$ cat config.mk
export PLATFORM = sky130hd
export DESIGN_NAME = lcd_bus_arbiter
export DESIGN_NICKNAME = d
export VERILOG_FILES = /design/src/rtl/lcd_bus_arbiter.sv
export SDC_FILE = /design/constraint.sdc
export NUM_CORES = 1
export LEC_CHECK = 0
export ABC_AREA = 1
export BUFFER_PORTS_ARGS = -buffer_cell sky130_fd_sc_hd__buf_2
export CAP_MARGIN = 10
export CORE_AREA = 2 2 76 86
export DETAILED_ROUTE_END_ITERATION = 10
export DIE_AREA = 0 0 78 88
export PLACE_DENSITY_LB_ADDON = 0.25
export SYNTH_ARGS = -nofsm -noshare
export SYNTH_HDL_FRONTEND = slang
export SYNTH_SLANG_ARGS = --single-unit
export TNS_END_PERCENT = 10
$ cat constraint.sdc
create_clock -name clk -period 1.9 [get_ports clk]
set_input_delay 0.19 -clock clk [delete_from_list [all_inputs] [get_ports clk]]
set_output_delay 0.19 -clock clk [all_outputs]
set_load 0.05 [all_outputs]
$ cat src/rtl/lcd_bus_arbiter.sv
// lcd_bus_arbiter
// Owns a write-only HD44780-style character LCD bus. After reset it waits for
// the panel to power up, sends the init sequence (0x38, 0x0E, 0x01, 0x06, all
// commands), then shares the bus between two requesters round-robin. Every
// accepted byte becomes one timed write: setup with EN low, EN pulse, then an
// execution hold (longer for Clear / Return Home).
//
// state | meaning
// PWRUP | waiting PWRUP_CYC cycles after reset before the first init write
// IDLE  | bus free; accepts a request once ready=1
// SETUP | RS/data driven, EN=0, for SETUP_CYC cycles
// PULSE | EN=1 for PULSE_CYC cycles
// HOLD  | EN=0 while the LCD executes (HOLD_CYC or CLEAR_CYC cycles)
//
// Ports:
//   clk, rst             clock, synchronous active-high reset
//   req0/rs0/data0/ack0  requester 0: level request, RS, byte, accept pulse
//   req1/rs1/data1/ack1  requester 1: same as requester 0
//   ready                init sequence done, requests are served
//   busy                 init or a write cycle in progress
//   LCMEN/LCMRS/LCMRW/LCMData  LCD pins (LCMRW tied low)
module lcd_bus_arbiter #(
   parameter int SETUP_CYC = 4,
   parameter int PULSE_CYC = 12,
   parameter int HOLD_CYC  = 2500,
   parameter int CLEAR_CYC = 82000,
   parameter int PWRUP_CYC = 750000,
   parameter int CNT_W     = 20
) (
   input  logic       clk,
   input  logic       rst,
   input  logic       req0,
   input  logic       rs0,
   input  logic [7:0] data0,
   output logic       ack0,
   input  logic       req1,
   input  logic       rs1,
   input  logic [7:0] data1,
   output logic       ack1,
   output logic       ready,
   output logic       busy,
   output logic       LCMEN,
   output logic       LCMRS,
   output logic       LCMRW,
   output logic [7:0] LCMData
);

   typedef enum logic [2:0] {PWRUP, IDLE, SETUP, PULSE, HOLD} state_t;

   localparam logic [CNT_W-1:0] SETUP_LAST = CNT_W'(SETUP_CYC - 1);
   localparam logic [CNT_W-1:0] PULSE_LAST = CNT_W'(PULSE_CYC - 1);
   localparam logic [CNT_W-1:0] HOLD_LAST  = CNT_W'(HOLD_CYC - 1);
   localparam logic [CNT_W-1:0] CLEAR_LAST = CNT_W'(CLEAR_CYC - 1);
   localparam logic [CNT_W-1:0] PWRUP_LAST = CNT_W'(PWRUP_CYC - 1);

   state_t           state, stateNxt;
   logic [CNT_W-1:0] cnt, cntNxt;
   logic [1:0]       initIdx, initIdxNxt;
   logic             lastGrant, lastGrantNxt;
   logic             readyNxt, busyNxt, ack0Nxt, ack1Nxt;
   logic             enNxt, rsNxt;
   logic [7:0]       dataNxt;
   logic             grant1;
   logic             isClear;
   logic [CNT_W-1:0] holdLast;

   function automatic logic [7:0] initByte(input logic [1:0] idx);
      case (idx)
         2'd0:    return 8'h38;
         2'd1:    return 8'h0E;
         2'd2:    return 8'h01;
         default: return 8'h06;
      endcase
   endfunction

   // Clear (0x01) and Return Home (0x02/0x03) need the long execution time.
   assign isClear  = !LCMRS && (LCMData == 8'h01 || LCMData == 8'h02 || LCMData == 8'h03);
   assign holdLast = isClear ? CLEAR_LAST : HOLD_LAST;
   assign LCMRW    = 1'b0;

   always_comb begin
      stateNxt     = state;
      cntNxt       = cnt + CNT_W'(1);
      initIdxNxt   = initIdx;
      lastGrantNxt = lastGrant;
      readyNxt     = ready;
      busyNxt      = busy;
      ack0Nxt      = 1'b0;
      ack1Nxt      = 1'b0;
      enNxt        = LCMEN;
      rsNxt        = LCMRS;
      dataNxt      = LCMData;
      // On a tie the requester that did not win last time gets the bus.
      grant1       = req1 && (!req0 || !lastGrant);

      case (state)
         PWRUP: begin
            if (cnt == PWRUP_LAST) begin
               stateNxt = SETUP;
               cntNxt   = '0;
               rsNxt    = 1'b0;
               dataNxt  = initByte(2'd0);
            end
         end
         IDLE: begin
            cntNxt = '0;
            if (ready && (req0 || req1)) begin
               stateNxt     = SETUP;
               busyNxt      = 1'b1;
               lastGrantNxt = grant1;
               if (grant1) begin
                  rsNxt   = rs1;
                  dataNxt = data1;
                  ack1Nxt = 1'b1;
               end else begin
                  rsNxt   = rs0;
                  dataNxt = data0;
                  ack0Nxt = 1'b1;
               end
            end
         end
         SETUP: begin
            if (cnt == SETUP_LAST) begin
               stateNxt = PULSE;
               cntNxt   = '0;
               enNxt    = 1'b1;
            end
         end
         PULSE: begin
            if (cnt == PULSE_LAST) begin
               stateNxt = HOLD;
               cntNxt   = '0;
               enNxt    = 1'b0;
            end
         end
         HOLD: begin
            if (cnt == holdLast) begin
               cntNxt = '0;
               if (ready || initIdx == 2'd3) begin
                  stateNxt = IDLE;
                  readyNxt = 1'b1;
                  busyNxt  = 1'b0;
               end else begin
                  stateNxt   = SETUP;
                  initIdxNxt = initIdx + 2'd1;
                  rsNxt      = 1'b0;
                  dataNxt    = initByte(initIdx + 2'd1);
               end
            end
         end
         default: begin
            stateNxt = PWRUP;
            cntNxt   = '0;
         end
      endcase
   end

   always_ff @(posedge clk) begin
      if (rst) begin
         state     <= PWRUP;
         cnt       <= '0;
         initIdx   <= 2'd0;
         lastGrant <= 1'b1;
         ready     <= 1'b0;
         busy      <= 1'b1;
         ack0      <= 1'b0;
         ack1      <= 1'b0;
         LCMEN     <= 1'b0;
         LCMRS     <= 1'b0;
         LCMData   <= 8'h00;
      end else begin
         state     <= stateNxt;
         cnt       <= cntNxt;
         initIdx   <= initIdxNxt;
         lastGrant <= lastGrantNxt;
         ready     <= readyNxt;
         busy      <= busyNxt;
         ack0      <= ack0Nxt;
         ack1      <= ack1Nxt;
         LCMEN     <= enNxt;
         LCMRS     <= rsNxt;
         LCMData   <= dataNxt;
      end
   end

endmodule

# Yosys cells after proc, flatten, opt, wreduce, memory -nomap -nowiden
# Index checks and enable logic that the tools add are counted.
# classes
n_bitwise	3
n_addsub	2
n_eq_ne	21
order_cmp	0
n_mul	0
div	0
n_reduce_logical	24
muxes	35
shift	0
# ops
cell	n
$mux W20	4
$pmux W20 S4	1
$mux W8	5
$pmux W8 S3	1
$add A20 B1 Y20 const B	1
$eq A20 B17 Y1	1
$eq A20 B2 Y1 const B	1
$eq A20 B20 Y1 const B	1
$eq A20 B4 Y1 const B	1
$pmux W6 S3	1
$mux W17	1
$eq A8 B2 Y1 const B	2
$mux W3	5
$pmux W3 S5	1
$ne A2 B2 Y1 const B	7
$mux W1	12
$reduce_and A5 Y1	2
$reduce_and A3 Y1	3
$eq A8 B1 Y1 const B	1
$eq A3 B2 Y1 const B	2
$logic_or A1 B1 Y1	5
$eq A2 B2 Y1 const B	2
$pmux W1 S2	2
$reduce_and A4 Y1	1
15 further kinds	22
# totals
elab_cells	96
in_bits	22
ramBits	0
memories	0
reg_bits	40
romBits	0
latchBits	0

# Logic depth before layout (Yosys ltp)
# Gate-level depths: netlist (run 1).
# depth
depth_word	8
mapped_depth	13

# Worst setup path after synthesis (run 1)
# OpenSTA, ideal clock, no wires.
# synth_path
path_type	register to register
startpoint	register ready
endpoint	register LCMData[5]
path_stages_with_launch	9
setup_time_ps	111
t_arrival_ps	1641
path_slack_ps	147
path_cell_list	dfxtp_1 o21ai_0 inv_1 nor2_1 inv_1 clkbuf_1 nand4_1 nand2_1 nor2_1
# synth_between
elab_chain_cells	3
word_cells_on_any_way	5
cone_classes	eq/ne: 2; reduce/logical: 3
# synth_rtl
item	line_no	text
start: declaration	40	output logic ready,
start signal: assignment	176	ready <= readyNxt;
$logic_or A1 B1 Y1 or $logic_and A1 B1 Y1 (tied branches)	139, 107	
$ne A2 B2 Y1 (no source line)	-	
$reduce_and A5 Y1 (no source line) *	-	
end signal: assignment	182	LCMData <= dataNxt;
end: declaration	45	output logic [7:0] LCMData
# Every way passes the cells marked *; elsewhere a longest branch is shown, timed or not.
# A chain may end at the register's enable or synchronous reset.

# Worst setup path in the final report (run 1)
# layout_path
startpoint	register cnt[0]
endpoint	register cnt[7]
# layout_between
elab_chain_cells	3
word_cells_on_any_way	10
cone_classes	add/sub: 1; eq/ne: 4; mux: 5
# layout_rtl
item	line_no	text
start: declaration	57	logic [CNT_W-1:0] cnt, cntNxt;
start signal: assignment	173	cnt <= cntNxt;
$add A20 B1 Y20, or another cell as far along	83	cntNxt = cnt + CNT_W'(1);
$mux W20, on equally long branches	-	
$pmux W20 S4 *	96	case (state)
# Marked as above.

==> flow_summary_export.csv, run 1 <==
group,metric,value,unit
sta,fin_ws,0.141,ns
worst_setup_path,worst-path-max-fanout,13,
yosys,synth_edf_count,0,
global_route,overflow,0,
placed_design,io_buffers,35,
yosys,synth_area_leader_cell,"dfxtp_1",
worst_setup_path,crit_start,"cnt[0]",
drt,wl,5.84,mm
sta,slew_violations,0,
worst_setup_path,cp.depth,11,
worst_setup_path,cp.arrival,1.95,ns
sta,post-route-min-period,1.76,ns
yosys,synth_top_cell_area_share,32.0,%
layout,mostFrequentLayoutCells,"nand2_1 (90), nor2_1 (73), inv_1 (56), buf_2 (35), dfxtp_1 (33)",
worst_setup_path,cpPeakStageDelay,0.37,ns
global_route,antenna_found_initial,0,
placed_design,gp_congestion,0.904,
drt,ant_nets,0,
layout,final_cells,517,
clock_network,cts.sinks,40,
worst_setup_path,path_cells,"ha_4 > nand3_2 > nor2_2 > nand3_2 > nand2_1 > nand2_1 > nor2_4 > nand2_2 > nand2_8 > buf_12 > nor2_1",
clock_network,path_clk_slew,0.08,ns
drt,vias_per_cell,4.78,
sta,final-hold-violation-count,0,
layout,num-nets-final,462,
sta,fmax,569,MHz
worst_setup_path,reg2reg_from,"cnt[0]",
drt,drc,0,
floorplanning,die_x,78,um
yosys,synth-warning-count,0,
floorplanning,die_h,88,um
layout,drive_above_1_share,21.7,%
pwr,irDropWorstVdd,0.570,mV
yosys,netlist_instances,389,
worst_setup_path,regToRegSetupSlack,0.14,ns
sta,fin_tns_setup,0,ns
clock_network,ctsHoldBuffers,0,
yosys,ys_ff_latch,40,
sta,finalClockSkew,0.00512,ns
clock_network,cts_buffers,5,
drt,num_vias,2471,
clock_network,root_buffer,"clkbuf_8",
floorplanning,io_pins,37,
yosys,ys_seq_area_share,32.0,%
clock_network,htreeDepth,2,
worst_setup_path,worstSetupPathType,"flip-flop to flip-flop",
layout,utilization,49.8,%
floorplanning,rows,30,
layout,layout_commonest_cell,"nand2_1",
global_route,grt_pass1_vias,2239,
global_route,grt_pass1_wl,9.59,mm
clock_network,cts_tree,"built",
worst_setup_path,cp-end-kind,"flip-flop",
worst_setup_path,cp.required,2.09,ns
pwr,p_leak,1.40,nW
drt,wl_per_cell,11.3,um
worst_setup_path,regToRegEndpoint,"cnt[7]",
run_status,outcome,"finished clean",
layout,diodes,0,
run,drv_cap,0,
global_route,grt_usage,17.4,%
floorplanning,core-area,0.00601,mm^2
drt,firstDrtPassIters,4,
hold_path,hold_class,"input pin to flip-flop",
pwr,power_per_cell_area,1260,mW/mm^2
yosys,avgSynthCellArea,6.44,um^2
worst_setup_path,crit_family,"simple AND/OR/NAND/NOR gates",
placed_design,post-place-ws,-0.0386,ns
worst_setup_path,r2r_cells,11,
pwr,total_power,3.77,mW
yosys,async_reset_ff_share,0,%
yosys,netlist_area,0.00250,mm^2
yosys,ys_types,39,
sta,finalCritPeriodShare,92.6,%
clock_network,clk_latency,0.30,ns
drt,first_iter_violations,164,
worst_setup_path,critPathLaunchType,"flip-flop",
worst_setup_path,cp_slowest_cell,"dfxtp_2",
yosys,synth-main-ff-cell,"dfxtp_1",
placed_design,detailed_place_hpwl,4.43,mm
yosys,synth.net_count,415,
floorplanning,start_util,41.7,%
sta,finalSetupViolCount,0,
floorplanning,dieArea,0.00686,mm^2
layout,area_delta_synth_final,19.5,%
worst_setup_path,path_buf_inv,1,
global_route,grt_max_degree,20,
worst_setup_path,cp-endpoint,"cnt[7]",
clock_network,cts_buffer_depth,2,
yosys,netlist_top_cells_area,"dfxtp_1 (32%), nand2_1 (13%), nor2_1 (11%), inv_1 (8.5%), xor2_1 (3.8%)",
placed_design,post-place-cells,504,
Yosys cell counts (2+ instances only):
library cell   n
a21oi_1        8
a31oi_1        2
buf_4          2
buf_6          2
clkbuf_1       3
clkinv_1       2
dfxtp_1       40
ha_1           4
inv_1         57
inv_2          3
nand2_1       90
nand2_2        4
nand3_1       18
nand3_2        4
nand4_1       15
nor2_1        75
nor2_2         4
nor2_4         2
nor3_1         7
nor3_2         2
o211ai_1       3
o21a_1         2
o21ai_0        7
o22ai_1        2
or2_1          3
or2_2          3
xnor2_1        3
xor2_1        11
worst register-to-register path: stages, from the launching register on:
cell,delay (ns)
dfxtp_2,0.37
ha_4,0.18
nand3_2,0.15
nor2_2,0.14
nand3_2,0.12
nand2_1,0.09
nand2_1,0.08
nor2_4,0.10
nand2_2,0.12
nand2_8,0.14
buf_12,0.13
nor2_1,0.04
metrics by stage:
stage          cell area [um^2]  hold slack, ns
6_report                   2990           0.104
2_1_floorplan              2500           0.262
5_1_grt                    2990           0.101
4_1_cts                    2910          0.0972
3_3_place_gp               2790           0.423
3_5_place_dp               2790           0.418
state kept, by name, indices dropped and copies added, names as in the netlist:
name       count
state          3
LCMEN          1
busy           1
cnt           20
lastGrant      1
ack0           1
initIdx        2
ack1           1
LCMRS          1
LCMData        8
ready          1
layout make-up:
class	instances	area, um^2
repair buffers	47	282
clock inverters	3	42.5
fillers	634	3010
inverters	63	238
clock buffers	5	68.8
multi-input cells	279	1450
well taps	80	100
flip-flops and latches	40	810
logic make-up (layout without fill, tap and decap cells):
logic type | after synthesis | in the layout | synth area share, %
xor+xnor | 14 | 14 | 4.90
flops | 40 | 40 | 32.0
fa+ha+maj | 4 | 4 | 2.00
compound gates | 27 | 28 | 6.70
other cells | 1 | 1 | 0.150
simple gates | 232 | 232 | 42.6
buf+inv | 71 | 118 | 11.6
worst min path at each step:
stage,startpoint,to,slack (ns),cells after the start
after global routing,rst,LCMEN,0.10,2
after floorplan,rst,LCMEN,0.26,1
final,rst,LCMEN,0.10,2
after CTS,rst,LCMEN,0.1,2
after detailed placement,rst,LCMEN,0.42,2
after global placement,rst,LCMEN,0.42,2
layer usage:
metal | vias to the layer above | routed length [um] | part of all wire [%] | track usage, %
met5 | - | 0 | 0 | 0
li1 | 1298 | - | - | -
met2 | 61 | 2850 | 49 | 30.3
met1 | 1104 | 2670 | 46 | 21.2
met4 | 0 | 90 | 1.5 | 6.54
met3 | 8 | 228 | 3.9 | 3.61
power by group:
group | total, mW | internal, mW | switching (mW) | leakage, nW
logic | 1.94 | 0.646 | 1.29 | 1.02
clock network | 0.719 | 0.389 | 0.330 | 0.0541
registers | 1.11 | 0.994 | 0.117 | 0.328
what timing repair did:
action                     4_1_cts  5_1_grt
gates resized for setup          2       13
setup endpoints to repair        4       22
setup buffers                    0        4
gates cloned                     0        1
pin swaps                        0        4
(Power assumes the default switching activity.)
==> run 2: changes to the inputs <==
- GPL_TIMING_DRIVEN: default -> 1
- PLACE_DENSITY_LB_ADDON: 0.25 -> default
==> run 2 against run 1 <==
Effect of this change: register-to-register slack better by 0.03 ns; combinational power down 3%; design area decreased by 1.8%; die area unchanged; first-iteration DRC count decreased by 3.7%; wire length fell by 1.3%; sequential share of layout area rose by 0.53 points; largest power group unchanged; largest cell class unchanged; critical endpoint is now LCMData[1]; clock skew fell by 0.0015 ns; critical path depth down 2; final cell count decreased by 0.58%.
==> flow_summary_export.csv, run 2 (same netlist as run 1, synthesis figures left out) <==
group,metric,value,unit
pwr,total_power,3.53,mW
sta,post-route-min-period,1.73,ns
layout,utilization,48.9,%
global_route,overflow,0,
drt,ant_nets,0,
clock_network,htreeDepth,2,
sta,grt_setup_unrepaired,"no",
sta,fin_tns_setup,0,ns
floorplanning,core-area,0.00601,mm^2
placed_design,post-place-cells,505,
worst_setup_path,worstSetupPathType,"flip-flop to flip-flop",
drt,wl_per_cell,11.2,um
pwr,power_switching,1.65,mW
hold_path,hold_class,"input pin to flip-flop",
layout,reg_top3,"cnt: 20 flops, LCMData: 8 flops, state: 3 flops",
sta,finalCritPeriodShare,91.0,%
run_status,outcome,"finished clean",
placed_design,gp_congestion,0.902,
global_route,grt_pass1_wl,10.0,mm
pwr,p_leak,1.38,nW
layout,mostFrequentLayoutCells,"nand2_1 (90), nor2_1 (73), inv_1 (56), buf_2 (35), dfxtp_1 (32)",
sta,hold_slack,0.125,ns
worst_setup_path,cp.required,2.08,ns
layout,seq_area,811,um^2
clock_network,cts_buffers,5,
floorplanning,die_h,88,um
worst_setup_path,worst-path-max-fanout,6,
drt,firstDrtPassIters,4,
placed_design,post-place-ws,0.0284,ns
clock_network,path_clk_slew,0.07,ns
sta,slew_violations,0,
layout,regMostFlops,"cnt",
sta,final-hold-violation-count,0,
floorplanning,die_x,78,um
layout,stdcell_area,0.00294,mm^2
drt,num_vias,2388,
drt,first_iter_violations,158,
worst_setup_path,cp-end-kind,"flip-flop",
layout,area_delta_synth_final,17.4,%
global_route,grt_pass1_vias,2263,
placed_design,place_area,0.00281,mm^2
sta,finalClockSkew,0.00366,ns
layout,drive_above_1_share,21.2,%
layout,nFillCells,646,
global_route,grt_max_degree,20,
drt,vias_per_cell,4.65,
sta,fmax,578,MHz
floorplanning,start_util,41.7,%
layout,largest_reg_flops,20,
pwr,irDropWorstVdd,0.578,mV
clock_network,cts_buffer_depth,2,
drt,wl,5.77,mm
worst_setup_path,regToRegSetupSlack,0.17,ns
placed_design,io_buffers,35,
sta,finalSetupViolCount,0,
placed_design,detailed_place_hpwl,4.57,mm
layout,multi_input_area,0.00144,mm^2
worst_setup_path,cp.arrival,1.91,ns
floorplanning,dieArea,0.00686,mm^2
clock_network,clk_latency,0.28,ns
sta,fin_ws,0.171,ns
pwr,power_per_cell_area,1200,mW/mm^2
pwr,internal_power,1.88,mW
clock_network,cts_tree,"built",
worst_setup_path,critPathLaunchType,"flip-flop",
layout,layout_commonest_cell,"nand2_1",
layout,diodes,0,
clock_network,root_buffer,"clkbuf_8",
floorplanning,io_pins,37,
pwr,power_frac_clock,15.1,%
layout,num-nets-final,460,
global_route,grt_usage,18.0,%
clock_network,cts.sinks,40,
floorplanning,rows,30,
pwr,pwr-share-comb,53.5,%
drt,drc,0,
run,drv_cap,0,
pwr,p_sw_share,46.7,%
global_route,antenna_found_initial,0,
pwr,seqPwrFrac,31.5,%
layout,final_cells,514,
## run 2: changes by cell type in the layout (fill, tap and decap cells not counted), sizes merged
cell / delta
a21oi: -1
buf: -1
bufinv: -1
clkbuf: +1
clkinvlp: -1
## run 2: layout make-up
type	count	area share (%)
Sequential cell	40	27.6
Inverter	63	8.09
Tap cell	80	3.41
Clock buffer	6	2.47
Timing Repair Buffer	46	9.20
Clock inverter	1	0.170
Multi-Input combinational cell	278	49.1
## run 2: worst paths after layout
check	cells after the start	endpoint	startpoint
worst min register to register	2	busy	busy
worst max register to register	9	LCMData[1]	cnt[1]
worst max-delay path	9	LCMData[1]	cnt[1]
worst min-delay path	2	LCMEN	rst
## run 2: power groups by stage
stage	Combinational [mW]	Clock, mW	Sequential [mW]
3_5_place_dp	1.82	0	1.12
2_1_floorplan	1.10	0	1.44
3_3_place_gp	1.81	0	1.12
5_1_grt	2.13	0.587	1.13
6_report	1.89	0.531	1.11
4_1_cts	1.83	0.562	1.10
## run 2: what timing repair did
action,in CTS,in global routing
endpoints found under the setup margin,0,31
hold buffers,0,0
gates resized for setup,0,15
buffers inserted,0,2
## run 2: critical path: stages (launching register included)
cell and delay, ns:
dfxtp_1 0.38, ha_4 0.18, nand3_2 0.13, nor2_1 0.15, nand3_2 0.12, a21oi_4 0.25, buf_4 0.17, nand4_1 0.09
nand2_1 0.11, nor2_1 0.05
## run 2: per-layer routing
| metal | part of all wire [%] | up-vias | GRT usage [%] |
|---|---|---|---|
| li1 | - | 1297 | - |
| met5 | 0 | - | 0 |
| met3 | 3.4 | 12 | 3.61 |
| met1 | 46 | 1034 | 22.6 |
| met2 | 48 | 45 | 31.0 |
| met4 | 2.2 | 0 | 6.06 |
